File: src/rtl/audio_viz_pkg.sv
// Shared types and helpers for the audio visualizer datapath.
//
//   DEFAULT_SAMPLE_WIDTH  signed sample width used by the framer by default
//   sample_t              signed sample of DEFAULT_SAMPLE_WIDTH bits
//   mag_t                 unsigned magnitude, one bit narrower than sample_t
//   stereo_t              {left, right} sample pair, left in the MSBs
//   peak_state_t          ACCUM / EMIT states of the peak window tracker
//   sat_abs()             saturating absolute value, sample_t -> mag_t
package audio_viz_pkg;

    localparam int DEFAULT_SAMPLE_WIDTH = 24;

    typedef logic signed [DEFAULT_SAMPLE_WIDTH-1:0] sample_t;
    typedef logic        [DEFAULT_SAMPLE_WIDTH-2:0] mag_t;

    typedef struct packed {
        sample_t left;
        sample_t right;
    } stereo_t;

    typedef enum logic {
        ST_ACCUM = 1'b0,
        ST_EMIT  = 1'b1
    } peak_state_t;

    // The most negative sample has no positive counterpart in mag_t, so it
    // clamps to the largest magnitude instead of wrapping to zero.
    function automatic mag_t sat_abs(input sample_t x);
        sample_t neg;
        mag_t    res;
        neg = -x;
        if (x == {1'b1, {(DEFAULT_SAMPLE_WIDTH-1){1'b0}}})
            res = '1;
        else if (x[DEFAULT_SAMPLE_WIDTH-1])
            res = neg[DEFAULT_SAMPLE_WIDTH-2:0];
        else
            res = x[DEFAULT_SAMPLE_WIDTH-2:0];
        return res;
    endfunction

endpackage

File: src/rtl/sync_fifo.sv
// Synchronous first-word-fall-through FIFO with a registered head word.
//
//   clk, reset  clock and synchronous active-high reset (flushes contents)
//   push, din   write request and data; accepted when not full, or when full
//               and a pop happens in the same cycle
//   pop         read request; ignored while empty
//   dout        head word (registered), valid while !empty
//   empty/full  occupancy flags
module sync_fifo #(
    parameter int WIDTH = 48,
    parameter int DEPTH = 8
) (
    input  logic             clk,
    input  logic             reset,
    input  logic             push,
    input  logic [WIDTH-1:0] din,
    input  logic             pop,
    output logic [WIDTH-1:0] dout,
    output logic             empty,
    output logic             full
);

    localparam int AW = $clog2(DEPTH);
    localparam logic [AW:0] DEPTH_CNT = (AW+1)'(DEPTH);
    localparam logic [AW:0] ONE_CNT   = (AW+1)'(1);

    logic [WIDTH-1:0] mem [DEPTH];
    logic [AW-1:0]    wr_ptr_reg, rd_ptr_reg;
    logic [AW-1:0]    rd_ptr_plus1;
    logic [AW:0]      count_reg;
    logic [WIDTH-1:0] head_reg;
    logic             pop_ok, push_ok;

    assign empty        = (count_reg == '0);
    assign full         = (count_reg == DEPTH_CNT);
    assign pop_ok       = pop && !empty;
    assign push_ok      = push && (!full || pop_ok);
    assign rd_ptr_plus1 = rd_ptr_reg + AW'(1);
    assign dout         = head_reg;

    // Storage array kept free of reset so it maps onto block RAM.
    always_ff @(posedge clk) begin
        if (push_ok)
            mem[wr_ptr_reg] <= din;
    end

    always_ff @(posedge clk) begin
        if (reset) begin
            wr_ptr_reg <= '0;
            rd_ptr_reg <= '0;
            count_reg  <= '0;
            head_reg   <= '0;
        end else begin
            if (push_ok)
                wr_ptr_reg <= wr_ptr_reg + AW'(1);
            if (pop_ok)
                rd_ptr_reg <= rd_ptr_plus1;
            case ({push_ok, pop_ok})
                2'b10:   count_reg <= count_reg + ONE_CNT;
                2'b01:   count_reg <= count_reg - ONE_CNT;
                default: count_reg <= count_reg;
            endcase
            // A write into an empty FIFO (or one being emptied this cycle)
            // bypasses the array so the head is valid on the next cycle.
            if (push_ok && (empty || (pop_ok && count_reg == ONE_CNT)))
                head_reg <= din;
            else if (pop_ok && count_reg > ONE_CNT)
                head_reg <= mem[rd_ptr_plus1];
        end
    end

endmodule

File: src/rtl/i2s_sample_framer.sv
// Stereo frame capture, FIFO buffering and windowed peak metering for the
// samples coming out of the I2S receiver.
//
//   clk, reset              system clock, synchronous active-high reset
//   ws                      word select; a 0->1 transition marks a completed frame
//   data_left, data_right   receiver words, sampled on the frame-event edge
//   m_data/m_valid/m_ready  {left,right} FIFO output, left in the MSBs
//   peak_left, peak_right   windowed absolute peaks, held between pulses
//   peak_valid              one-cycle pulse when a new peak pair is shown
//   overflow, ovf_clr       sticky frame-drop flag and its clear
//
// Optional feature macro: LEVEL_DECAY_EN. When defined, each new peak is
// max(window peak, old peak - (old peak >> DECAY_SHIFT)) for smooth bar
// fall-off; otherwise the raw window peak is shown.
module i2s_sample_framer
    import audio_viz_pkg::*;
#(
    parameter int DATA_WIDTH    = 32,
    parameter int SAMPLE_WIDTH  = DEFAULT_SAMPLE_WIDTH,
    parameter int FIFO_DEPTH    = 8,
    parameter int WINDOW_FRAMES = 4,
    parameter int DECAY_SHIFT   = 1
) (
    input  logic                      clk,
    input  logic                      reset,
    input  logic                      ws,
    input  logic [DATA_WIDTH-1:0]     data_left,
    input  logic [DATA_WIDTH-1:0]     data_right,
    output logic [2*SAMPLE_WIDTH-1:0] m_data,
    output logic                      m_valid,
    input  logic                      m_ready,
    output logic [SAMPLE_WIDTH-2:0]   peak_left,
    output logic [SAMPLE_WIDTH-2:0]   peak_right,
    output logic                      peak_valid,
    output logic                      overflow,
    input  logic                      ovf_clr
);

    localparam int MW = SAMPLE_WIDTH - 1;
    localparam int CW = (WINDOW_FRAMES > 1) ? $clog2(WINDOW_FRAMES) : 1;
    localparam logic [CW-1:0] LAST_CNT = CW'(WINDOW_FRAMES - 1);

    logic ws_d_reg;
    logic frame_event;
    logic fifo_empty, fifo_full, drop;
    logic overflow_reg;

    // Channel 0 is left, channel 1 is right throughout.
    logic signed [SAMPLE_WIDTH-1:0] sample [2];
    logic [MW-1:0] mag       [2];
    logic [MW-1:0] acc_reg   [2];
    logic [MW-1:0] acc_next  [2];
    logic [MW-1:0] acc_max   [2];
    logic [MW-1:0] new_peak  [2];
    logic [MW-1:0] peak_reg  [2];
    logic [MW-1:0] peak_next [2];

    peak_state_t   state_reg, state_next;
    logic [CW-1:0] win_cnt_reg, win_cnt_next;

    // ws_d resets high so a ws already high at reset release is not a frame.
    assign frame_event = ws && !ws_d_reg;

    assign sample[0] = data_left[DATA_WIDTH-1 -: SAMPLE_WIDTH];
    assign sample[1] = data_right[DATA_WIDTH-1 -: SAMPLE_WIDTH];

    generate
        if (DATA_WIDTH > SAMPLE_WIDTH) begin : g_lsb
            logic lsb_unused;
            assign lsb_unused = ^{data_left[DATA_WIDTH-SAMPLE_WIDTH-1:0],
                                  data_right[DATA_WIDTH-SAMPLE_WIDTH-1:0]};
        end
    endgenerate

    genvar gi;
    generate
        for (gi = 0; gi < 2; gi++) begin : g_ch
            if (SAMPLE_WIDTH == DEFAULT_SAMPLE_WIDTH) begin : g_pkg_abs
                assign mag[gi] = sat_abs(sample[gi]);
            end else begin : g_abs
                logic signed [SAMPLE_WIDTH-1:0] neg;
                assign neg = -sample[gi];
                assign mag[gi] = (sample[gi] == {1'b1, {MW{1'b0}}}) ? {MW{1'b1}} :
                                 sample[gi][MW] ? neg[MW-1:0] : sample[gi][MW-1:0];
            end

            assign acc_max[gi] = (mag[gi] > acc_reg[gi]) ? mag[gi] : acc_reg[gi];

`ifdef LEVEL_DECAY_EN
            // The shifted term never exceeds the peak, so this cannot underflow.
            logic [MW-1:0] decayed;
            assign decayed      = peak_reg[gi] - (peak_reg[gi] >> DECAY_SHIFT);
            assign new_peak[gi] = (acc_max[gi] > decayed) ? acc_max[gi] : decayed;
`else
            assign new_peak[gi] = acc_max[gi];
`endif
        end
    endgenerate

`ifndef LEVEL_DECAY_EN
    localparam int decay_unused = DECAY_SHIFT;
`endif

    sync_fifo #(
        .WIDTH (2*SAMPLE_WIDTH),
        .DEPTH (FIFO_DEPTH)
    ) u_fifo (
        .clk   (clk),
        .reset (reset),
        .push  (frame_event),
        .din   ({sample[0], sample[1]}),
        .pop   (m_ready),
        .dout  (m_data),
        .empty (fifo_empty),
        .full  (fifo_full)
    );

    assign m_valid = !fifo_empty;
    // A pop in the same cycle makes room, so only a stalled full FIFO drops.
    assign drop    = frame_event && fifo_full && !m_ready;

    always_comb begin
        state_next   = state_reg;
        win_cnt_next = win_cnt_reg;
        acc_next     = acc_reg;
        peak_next    = peak_reg;
        case (state_reg)
            ST_ACCUM: begin
                if (frame_event) begin
                    if (win_cnt_reg == LAST_CNT) begin
                        peak_next    = new_peak;
                        acc_next     = '{default: '0};
                        win_cnt_next = '0;
                        state_next   = ST_EMIT;
                    end else begin
                        acc_next     = acc_max;
                        win_cnt_next = win_cnt_reg + CW'(1);
                    end
                end
            end
            ST_EMIT: state_next = ST_ACCUM;
            default: state_next = ST_ACCUM;
        endcase
    end

    always_ff @(posedge clk) begin
        if (reset) begin
            ws_d_reg     <= 1'b1;
            state_reg    <= ST_ACCUM;
            win_cnt_reg  <= '0;
            acc_reg      <= '{default: '0};
            peak_reg     <= '{default: '0};
            overflow_reg <= 1'b0;
        end else begin
            ws_d_reg     <= ws;
            state_reg    <= state_next;
            win_cnt_reg  <= win_cnt_next;
            acc_reg      <= acc_next;
            peak_reg     <= peak_next;
            // A drop in the same cycle as a clear keeps the flag set.
            if (drop)
                overflow_reg <= 1'b1;
            else if (ovf_clr)
                overflow_reg <= 1'b0;
        end
    end

    assign peak_left  = peak_reg[0];
    assign peak_right = peak_reg[1];
    assign peak_valid = (state_reg == ST_EMIT);
    assign overflow   = overflow_reg;

endmodule

File: config.mk
export PLATFORM = sky130hd
export DESIGN_NAME = i2s_sample_framer
export DESIGN_NICKNAME = d
export VERILOG_FILES = /design/src/rtl/audio_viz_pkg.sv /design/src/rtl/sync_fifo.sv /design/src/rtl/i2s_sample_framer.sv
export SDC_FILE = /design/constraint.sdc
export NUM_CORES = 1
export LEC_CHECK = 0
export BUFFER_PORTS_ARGS = -buffer_cell sky130_fd_sc_hd__buf_2
export CORE_MARGIN = 4
export CORE_UTILIZATION = 40
export CTS_CLUSTER_DIAMETER = 80
export DETAILED_ROUTE_END_ITERATION = 8
export SKIP_LAST_GASP = 1
export SYNTH_ARGS = -nofsm -noshare
export SYNTH_HDL_FRONTEND = slang
export SYNTH_SLANG_ARGS = --single-unit
File: constraint.sdc
create_clock -name clk -period 8.9 [get_ports clk]
set_input_delay 1.78 -clock clk [delete_from_list [all_inputs] [get_ports clk]]
set_output_delay 1.78 -clock clk [all_outputs]
set_load 0.05 [all_outputs]
==> results of run 1 <==
[cells by family after synthesis]
kind of cell	count (synthesis)	synth area share, %
and+or+nand+nor	465	9.77
muxes	105	9.73
adders and majority gates	55	2.97
AOI/OAI and AO/OA	324	10.2
DFF	539	63.2
buffers and inverters	191	3.14
xor gates and xnor gates	26	0.983
[worst max-delay path by stage]
stage               depth (start not counted)  slack [ps]                          end
floorplan                                   3        2850   u_fifo.mem[0][0]$_DFFE_PP_
global placement                           14        1930     acc_reg[22]$_SDFFE_PP0P_
detailed placement                         14        1770     acc_reg[22]$_SDFFE_PP0P_
CTS                                        15        2400  peak_right[17]$_SDFFE_PP0P_
global route                               14        2010     acc_reg[22]$_SDFFE_PP0P_
finish                                     14        2280     acc_reg[22]$_SDFFE_PP0P_
[worst max-delay path, stage by stage]
cell and delay (ps):
buf_2 190, inv_1 110, ha_1 190, or3b_2 580, nor4_2 1060, a21oi_1 140, mux2i_1 500, ha_1 220
and3_1 180, o21ai_0 80, o21ai_0 410, mux2i_1 350, a211oi_4 1030, o32ai_1 220
[cells in the final DEF, fill, tap and decap left out, types with 6 or more instances in the layout]
cell type and instances:
clkinv_1 8, nor3_1 19, buf_2 148, buf_4 27, nand4_1 40, or4_1 17, bufinv_16 7, clkbuf_1 19
nor4_1 8, mux4_2 96, xnor2_1 7, o211ai_1 7, nand2b_1 39, nand3_1 22, clkbuf_16 55, or3_1 15
or2_2 11, a32o_1 8, inv_1 71, a21o_1 7, a221oi_1 50, o311ai_0 30, o21ai_0 32, a21oi_1 88
o32ai_1 46, nand2_1 176, nor2_4 6, xor2_1 17, nor2_1 83, mux2i_1 7, o41ai_1 11, edfxtp_1 384
a211oi_1 7, dfxtp_1 154, ha_1 54, o31ai_1 9, clkinv_2 7
[area by class of cell]
| type | count | area [sq um] | share of cell area (%) |
|---|---|---|---|
| antenna | 3 | 7.51 | 0.0283 |
| clock buffer | 78 | 1500 | 5.66 |
| clock inverter | 24 | 308 | 1.16 |
| inverter | 72 | 270 | 1.02 |
| multi-input combinational | 975 | 7950 | 29.9 |
| sequential | 539 | 14600 | 55.1 |
| tap | 756 | 946 | 3.56 |
| timing repair buffer | 175 | 943 | 3.55 |
[power by group through the flow]
| stage | sequential (W) | combinational, W | clock, W |
|---|---|---|---|
| floorplan | 0.00311 | 0.000939 | 0 |
| global placement | 0.00295 | 0.00151 | 0 |
| detailed placement | 0.00295 | 0.00153 | 0 |
| CTS | 0.00289 | 0.00154 | 0.00238 |
| global route | 0.00291 | 0.00165 | 0.00248 |
| finish | 0.00289 | 0.00152 | 0.00234 |
[through the flow]
| stage | total power [W] | utilization (%) |
|---|---|---|
| 3_3_place_gp | 0.00446 | 43.5 |
| 3_5_place_dp | 0.00448 | 43.5 |
| 5_1_grt | 0.00704 | 46.7 |
| 6_report | 0.00674 | 46.7 |
| 4_1_cts | 0.00680 | 46.7 |
| 2_1_floorplan | 0.00405 | - |
[layer usage]
layer / GRT usage [%] / vias up / routed length, um
li1: - / 6884 / -
met1: 27.2 / 7748 / 26800
met2: 29.8 / 520 / 27600
met3: 4.26 / 75 / 4450
met4: 3.97 / 4 / 881
met5: 0 / - / 22
==> impl_summary.log, run 1 <==
INFO  metric critPathKind = in2reg
INFO  metric ctsHtreeMaxLevel = 2
INFO  metric dp_slack = 1770 ps
INFO  metric rsz_0062_raised_after_global_routing = false
INFO  metric fill_cells = 5076
INFO  metric drt-wirelength-per-cell = 22.8 um
INFO  metric via_count = 15200
INFO  metric cts.hold.buffers_added = 0
INFO  metric hold_end = peak_left[8]$_SDFFE_PP0P_
INFO  metric timing.fmax = 151 MHz
INFO  metric yosysTopAreaCellShare = 49.8%
INFO  metric report.final.setup_viol = 0
INFO  metric ffs_latches_synth = 539
INFO  metric status = complete, no violations
INFO  metric clk_sinks = 539
INFO  metric grt_max_degree = 88
INFO  metric overall_die_width = 249 um
INFO  metric synthesis.instances = 1705
INFO  metric cts-buffers-inserted = 54
INFO  metric power_leakage = 8.95 nW
INFO  metric violation_count_after_the_first_detailed_routing_iteration = 1419
INFO  metric reg2reg_setup_slack = 5120 ps
INFO  metric tritoncts = built
INFO  metric top_level_ports = 166
INFO  metric number_of_antenna_violations_at_the_first_check_in_global_routing = 5
INFO  metric synth_commonest_cells = 384 x edfxtp_1, 177 x nand2_1, 155 x dfxtp_1, 96 x clkbuf_1, 96 x mux4_2
INFO  metric startpoint = data_right[9]
INFO  metric worst_r2r_path_depth = 7
INFO  metric post-route-period-util = 74.4%
INFO  metric numPlacedInstances = 2517
INFO  metric critical_path_arrival = 7050 ps
INFO  metric grt_first_pass_wirelength = 92800 um
INFO  metric mappedNetlistNets = 1829
INFO  metric worst-slew-pin-transition = 1220 ps
INFO  metric placementRows = 87
INFO  metric worst_ep_required_time = 9330 ps
INFO  metric vdd_drop_max = 145 uV
INFO  metric cp_max_fo = 23
INFO  metric synth-edff-count = 384
INFO  metric maxCapViolCount = 0
INFO  metric totalNegativeSetupSlack = 0 ps
INFO  metric area_delta_synth_final = 14.7%
INFO  metric netlist_top_cells_area = edfxtp_1 50%, dfxtp_1 13%, mux4_2 9.3%
INFO  metric clkPwrFrac = 34.6%
INFO  metric slew_headroom = 17.7%
INFO  metric ys.flop_type = edfxtp_1
INFO  metric core = 56800 sq um
INFO  metric die_y = 249 um
INFO  metric grt_use_total = 18.9%
INFO  metric detail_route.vias_per_cell = 5.81
INFO  metric cell_internal_pwr = 0.00473 W
INFO  metric cts_setup_buffers = 0
INFO  metric most_used_standard_cell_by_instance_count_after_synthesis = edfxtp_1
INFO  metric syn_area_per_cell = 13.6 sq um
INFO  metric worst_hold_startpoint = peak_left[8]$_SDFFE_PP0P_
INFO  metric timing_max_transition_violations_final = 0
INFO  metric max-clock-path-buffers = 3
INFO  metric vias_in_the_first_global_route = 15200
INFO  metric power.switching_fraction = 29.8%
INFO  metric synthDistinctLibCells = 62
INFO  metric timing.clock.skew = 12.8 ps
INFO  metric rr_startpoint = u_fifo.rd_ptr_reg[0]$_SDFFE_PP0P_
INFO  metric timing.critical_path.to_type = flop
INFO  metric whs = 469 ps
INFO  metric gp_congestion = 0.799
INFO  metric initial_core_util = 40.8%
INFO  metric place.detailed.hpwl = 35600 um
INFO  metric layout.nets = 1941
INFO  metric ys_seq_area_share = 63.2%
INFO  metric route.final.wire_length = 59800 um
INFO  metric detailed_place.area = 24700 sq um
INFO  metric worst_slack = 2280 ps
INFO  metric grt_overflow_total = 0
INFO  metric hold_viol = 0
INFO  metric non_filler_cells_final = 2622
INFO  metric die_area = 61800 sq um
INFO  metric yosys_warnings = 0
INFO  metric hold_path_class = reg2reg
INFO  metric design_area = 26600 sq um
INFO  metric drt_drc_violations_left = 0
INFO  metric timing.final.crit_period = 6620 ps
INFO  metric cts.repair.resized = 0
INFO  metric drive_above_1_share = 21.0%
INFO  metric port_buffers = 149
INFO  metric timing.hold.worst_path_depth = 2
INFO  metric pwr-share-comb = 22.5%
INFO  metric first_pass_iters = 5
INFO  metric largest_register_ffs = 384
INFO  metric postSynth.asyncResetShare = 0%
INFO  metric timing.rr.end = u_fifo.dout[26]$_SDFFE_PP0P_
INFO  metric netlist_area = 23200 sq um
INFO  metric power.switching = 0.00201 W
INFO  metric insertion_delay = 610 ps
INFO  metric pwr_density_cell = 254 nW/um^2
INFO  metric worst_setup_hold_path_clk_slew = 60 ps
INFO  metric detail-route-antenna-nets = 0
INFO  metric clock_tree.root_cell = clkbuf_16
INFO  metric worst_setup_path_start_kind = input pin
INFO  metric post-synth-top-area-cell = edfxtp_1
INFO  metric power.share.sequential = 42.8%
No activity file was read; power rests on OpenSTA's default activity.
==> inputs of run 2 (changes only) <==
--- a/config.mk
+++ b/config.mk
@@ -5,6 +5,7 @@
 export SDC_FILE = /design/constraint.sdc
 export NUM_CORES = 1
 export LEC_CHECK = 0
+export ABC_AREA = 1
 export BUFFER_PORTS_ARGS = -buffer_cell sky130_fd_sc_hd__buf_2
 export CORE_MARGIN = 4
 export CORE_UTILIZATION = 40
==> constraint.sdc (replaced) <==
create_clock -name clk -period 5.6 [get_ports clk]
set_input_delay 1.12 -clock clk [delete_from_list [all_inputs] [get_ports clk]]
set_output_delay 1.12 -clock clk [all_outputs]
set_load 0.05 [all_outputs]
==> run 2 against run 1 <==
Clock-buffer cell count is 3 lower. Cell count is 29% higher. Routed wire length grew 16%. Sequential power grew 60%. Design area is 2.9% higher. Worst setup slack got worse by 990 ps. First-iteration DRC count up 9.7%. Sequential share of layout area down 1.6 points. Via count increased by 21%. Hold slack lost 5.1 ps. Critical path type unchanged.
==> impl_summary.log, run 2 <==
INFO  metric grt_overflow_total = 0 (unchanged)
INFO  metric drt_drc_violations_left = 0 (unchanged)
INFO  metric cp_max_fo = 23 (unchanged)
INFO  metric netlist_top_cells_area = edfxtp_1 48%, dfxtp_1 13%, nor2_1 6.4% (was edfxtp_1 50%, dfxtp_1 13%, mux4_2 9.3%)
INFO  metric ys_seq_area_share = 60.9% (was 63.2%)
INFO  metric status = complete, no violations (unchanged)
INFO  metric placementRows = 89 (was 87)
INFO  metric grt_first_pass_wirelength = 106000 um (was 92800 um)
INFO  metric timing.fmax = 232 MHz
INFO  metric vdd_drop_max = 306 uV (was 145 uV)
INFO  metric die_area = 64100 sq um (was 61800 sq um)
INFO  metric power_leakage = 10.6 nW (was 8.95 nW)
INFO  metric worst_setup_hold_path_clk_slew = 60 ps (about the same)
INFO  metric netlist_area = 24000 sq um (was 23200 sq um)
INFO  metric slew_headroom = 24.3% (was 17.7%)
INFO  metric drive_above_1_share = 12.5% (was 21.0%)
INFO  metric pwr-share-comb = 30.7% (was 22.5%)
INFO  metric mostFrequentLayoutCell = nor2_1 (was edfxtp_1)
INFO  metric vias_in_the_first_global_route = 18200 (was 15200)
INFO  metric tritoncts = built (unchanged)
INFO  metric number_of_antenna_violations_at_the_first_check_in_global_routing = 5 (unchanged)
INFO  metric most_used_standard_cell_by_instance_count_after_synthesis = nor2_1 (was edfxtp_1)
INFO  metric post-route-period-util = 77.0%
INFO  metric die_y = 253 um (was 249 um)
INFO  metric cts_setup_buffers = 0 (unchanged)
INFO  metric worst-slew-pin-transition = 1140 ps (was 1220 ps)
INFO  metric cts.repair.resized = 0 (unchanged)
INFO  metric layout.nets = 2691 (was 1941)
INFO  metric synth_commonest_cells = 413 x nor2_1, 400 x nand2_1, 384 x edfxtp_1, 203 x o21ai_0, 193 x nand3_1 (was 384 x edfxtp_1, 177 x nand2_1, 155 x dfxtp_1, 96 x clkbuf_1, 96 x mux4_2)
INFO  metric route.final.wire_length = 69200 um (was 59800 um)
INFO  metric synthesis.instances = 2471 (was 1705)
INFO  metric layout_common_cells = 403 x nor2_1, 400 x nand2_1, 384 x edfxtp_1 (was 384 x edfxtp_1, 176 x nand2_1, 154 x dfxtp_1)
INFO  metric largest_register_ffs = 384 (unchanged)
INFO  metric syn_area_per_cell = 9.73 sq um (was 13.6 sq um)
INFO  metric drt-wirelength-per-cell = 20.4 um (was 22.8 um)
INFO  metric place.detailed.hpwl = 41900 um (was 35600 um)
INFO  metric cts-buffers-inserted = 56 (was 54)
INFO  metric yosysTopAreaCellShare = 48.0% (was 49.8%)
INFO  metric detail-route-antenna-nets = 0 (unchanged)
INFO  metric timing.clock.skew = 13.9 ps (was 12.8 ps)
INFO  metric area_delta_synth_final = 13.7% (was 14.7%)
INFO  metric power.switching = 0.00440 W (was 0.00201 W)
INFO  metric cts.hold.buffers_added = 0 (unchanged)
INFO  metric worst_ep_required_time = 6040 ps (was 9330 ps)
INFO  metric yosys_warnings = 0 (unchanged)
INFO  metric post-synth-top-area-cell = edfxtp_1 (unchanged)
INFO  metric report.final.setup_viol = 0 (unchanged)
INFO  metric timing_max_transition_violations_final = 0 (unchanged)
INFO  metric critical_path_arrival = 4760 ps (was 7050 ps)
INFO  metric violation_count_after_the_first_detailed_routing_iteration = 1557 (was 1419)
INFO  metric detailed_place.area = 25500 sq um (was 24700 sq um)
INFO  metric ctsHtreeMaxLevel = 2 (unchanged)
INFO  metric ffs_latches_synth = 539 (unchanged)
INFO  metric number_of_antenna_cells_inserted = 0 (was 3)
INFO  metric detail_route.vias_per_cell = 5.45 (was 5.81)
INFO  metric clock_tree.root_cell = clkbuf_16 (unchanged)
INFO  metric maxCapViolCount = 0 (unchanged)
INFO  metric design_area = 27300 sq um (was 26600 sq um)
INFO  metric hold_path_class = reg2reg (unchanged)
INFO  metric via_count = 18500 (was 15200)
INFO  metric rsz_0062_raised_after_global_routing = false (unchanged)
INFO  metric timing.critical_path.to_type = flop (unchanged)
INFO  metric overall_die_width = 253 um (was 249 um)
INFO  metric power.share.sequential = 38.2% (was 42.8%)
INFO  metric initial_core_util = 40.6% (was 40.8%)
INFO  metric core = 59200 sq um (was 56800 sq um)
INFO  metric top_level_ports = 166 (unchanged)
INFO  metric cell_internal_pwr = 0.00766 W (was 0.00473 W)
INFO  metric pwr_density_cell = 441 nW/um^2 (was 254 nW/um^2)
INFO  metric clk_sinks = 539 (unchanged)
INFO  metric utilization = 46.1% (was 46.7%)
INFO  metric first_pass_iters = 5 (unchanged)
INFO  metric ys.flop_type = edfxtp_1 (unchanged)
INFO  metric gp_congestion = 0.865 (was 0.799)
INFO  metric port_buffers = 149 (unchanged)
INFO  metric insertion_delay = 610 ps (about the same)
INFO  metric critPathKind = in2reg (unchanged)
INFO  metric timing.final.crit_period = 4310 ps
INFO  metric grt_use_total = 21.3% (was 18.9%)
INFO  metric max-clock-path-buffers = 3 (unchanged)
INFO  metric mappedNetlistNets = 2595 (was 1829)
INFO  metric grt_max_degree = 102 (was 88)
INFO  metric totalNegativeSetupSlack = 0 ps (unchanged)
INFO  metric hold_viol = 0 (unchanged)
INFO  metric clkPwrFrac = 31.1% (was 34.6%)
INFO  metric synthDistinctLibCells = 45 (was 62)
INFO  metric synth-edff-count = 384 (unchanged)
INFO  metric worst_setup_path_start_kind = input pin (unchanged)
INFO  metric power.switching_fraction = 36.5% (was 29.8%)
INFO  metric postSynth.asyncResetShare = 0% (unchanged)
run 2: cell types whose count changed in the layout (fill, tap and decap cells not counted), moves of 39 or more:
cell | previous run | this run
nor2_1 | 83 | 403
nand2_1 | 176 | 400
nand3_1 | 22 | 193
o21ai_0 | 32 | 203
mux4_2 | 96 | 0
inv_1 | 71 | 150
o22ai_1 | 1 | 60
a221oi_1 | 50 | 0
o32ai_1 | 46 | 0
o21ai_1 | 0 | 45
nand2b_1 | 39 | 0
run 2: layout make-up:
class | instances | area [sq um]
fill | 5593 | 31900
multi-input combinational | 1622 | 8190
inverter | 167 | 633
timing repair buffer | 181 | 1050
sequential | 539 | 14600
clock buffer | 75 | 1560
tap | 773 | 967
clock inverter | 31 | 294
run 2: logic make-up after synthesis:
kind of cell             Yosys count  synth area share [%]
buffers and inverters            310                  5.44
AO/OA/AOI/OAI                    482                  11.5
XOR/XNOR                          15                 0.546
adder cells (fa/ha/maj)           55                  2.86
AND/OR/NAND/NOR                 1070                  18.8
flip-flops                       539                  60.9
run 2: worst paths after layout:
check | from | endpoint | slack (ps) | cells after the start
worst min-delay path | acc_reg[6]$_SDFFE_PP0P_ | acc_reg[6]$_SDFFE_PP0P_ | 460 | 2
worst max-delay path | data_left[8] | acc_reg[32]$_SDFFE_PP0P_ | 1290 | 23
worst min register to register | acc_reg[6]$_SDFFE_PP0P_ | acc_reg[6]$_SDFFE_PP0P_ | 460 | 2
worst max register to register | u_fifo.count_reg[0]$_SDFFE_PP0P_ | u_fifo.mem[3][32]$_DFFE_PP_ | 2470 | 10
run 2: critical path: stages:
cell      delay, ps
buf_2           170
inv_1           210
ha_1            270
nand2_1         120
nor2_4           80
nand4_2          80
inv_1            60
nand2_2         360
nand2_1         100
nor2_1          280
inv_1            80
ha_1            290
nand2_1          80
nand2_1          50
nand2_1          50
a21boi_0         70
nor2_1          170
nand3_2         280
nand2_2         290
buf_4           260
nand2_1         110
nand3_1         100
a21oi_1          60
run 2: power by group through the flow:
stage / registers (W) / clock network, W / logic (W)
floorplan: 0.00507 / 0 / 0.00226
global placement: 0.00468 / 0 / 0.00363
detailed placement: 0.00469 / 0 / 0.00370
CTS: 0.00461 / 0.00381 / 0.00372
global route: 0.00462 / 0.00397 / 0.00410
finish: 0.00461 / 0.00375 / 0.00370
run 2: per-layer routing:
layer | wire (um) | global-route usage [%]
met5 | 96 | 0
met3 | 4780 | 3.79
met2 | 32700 | 35.6
met4 | 1780 | 6.81
met1 | 29800 | 28.4
run 2: metrics by stage:
step	hold slack (ps)	total power [W]	instances	setup WS, ps
after CTS	467	0.0121	3388	1320
after floorplan	443	0.00733	2471	1260
after detailed placement	457	0.00839	3282	678
after global routing	483	0.0127	3388	847
final	464	0.0121	3388	1290
after global placement	451	0.00832	3282	696
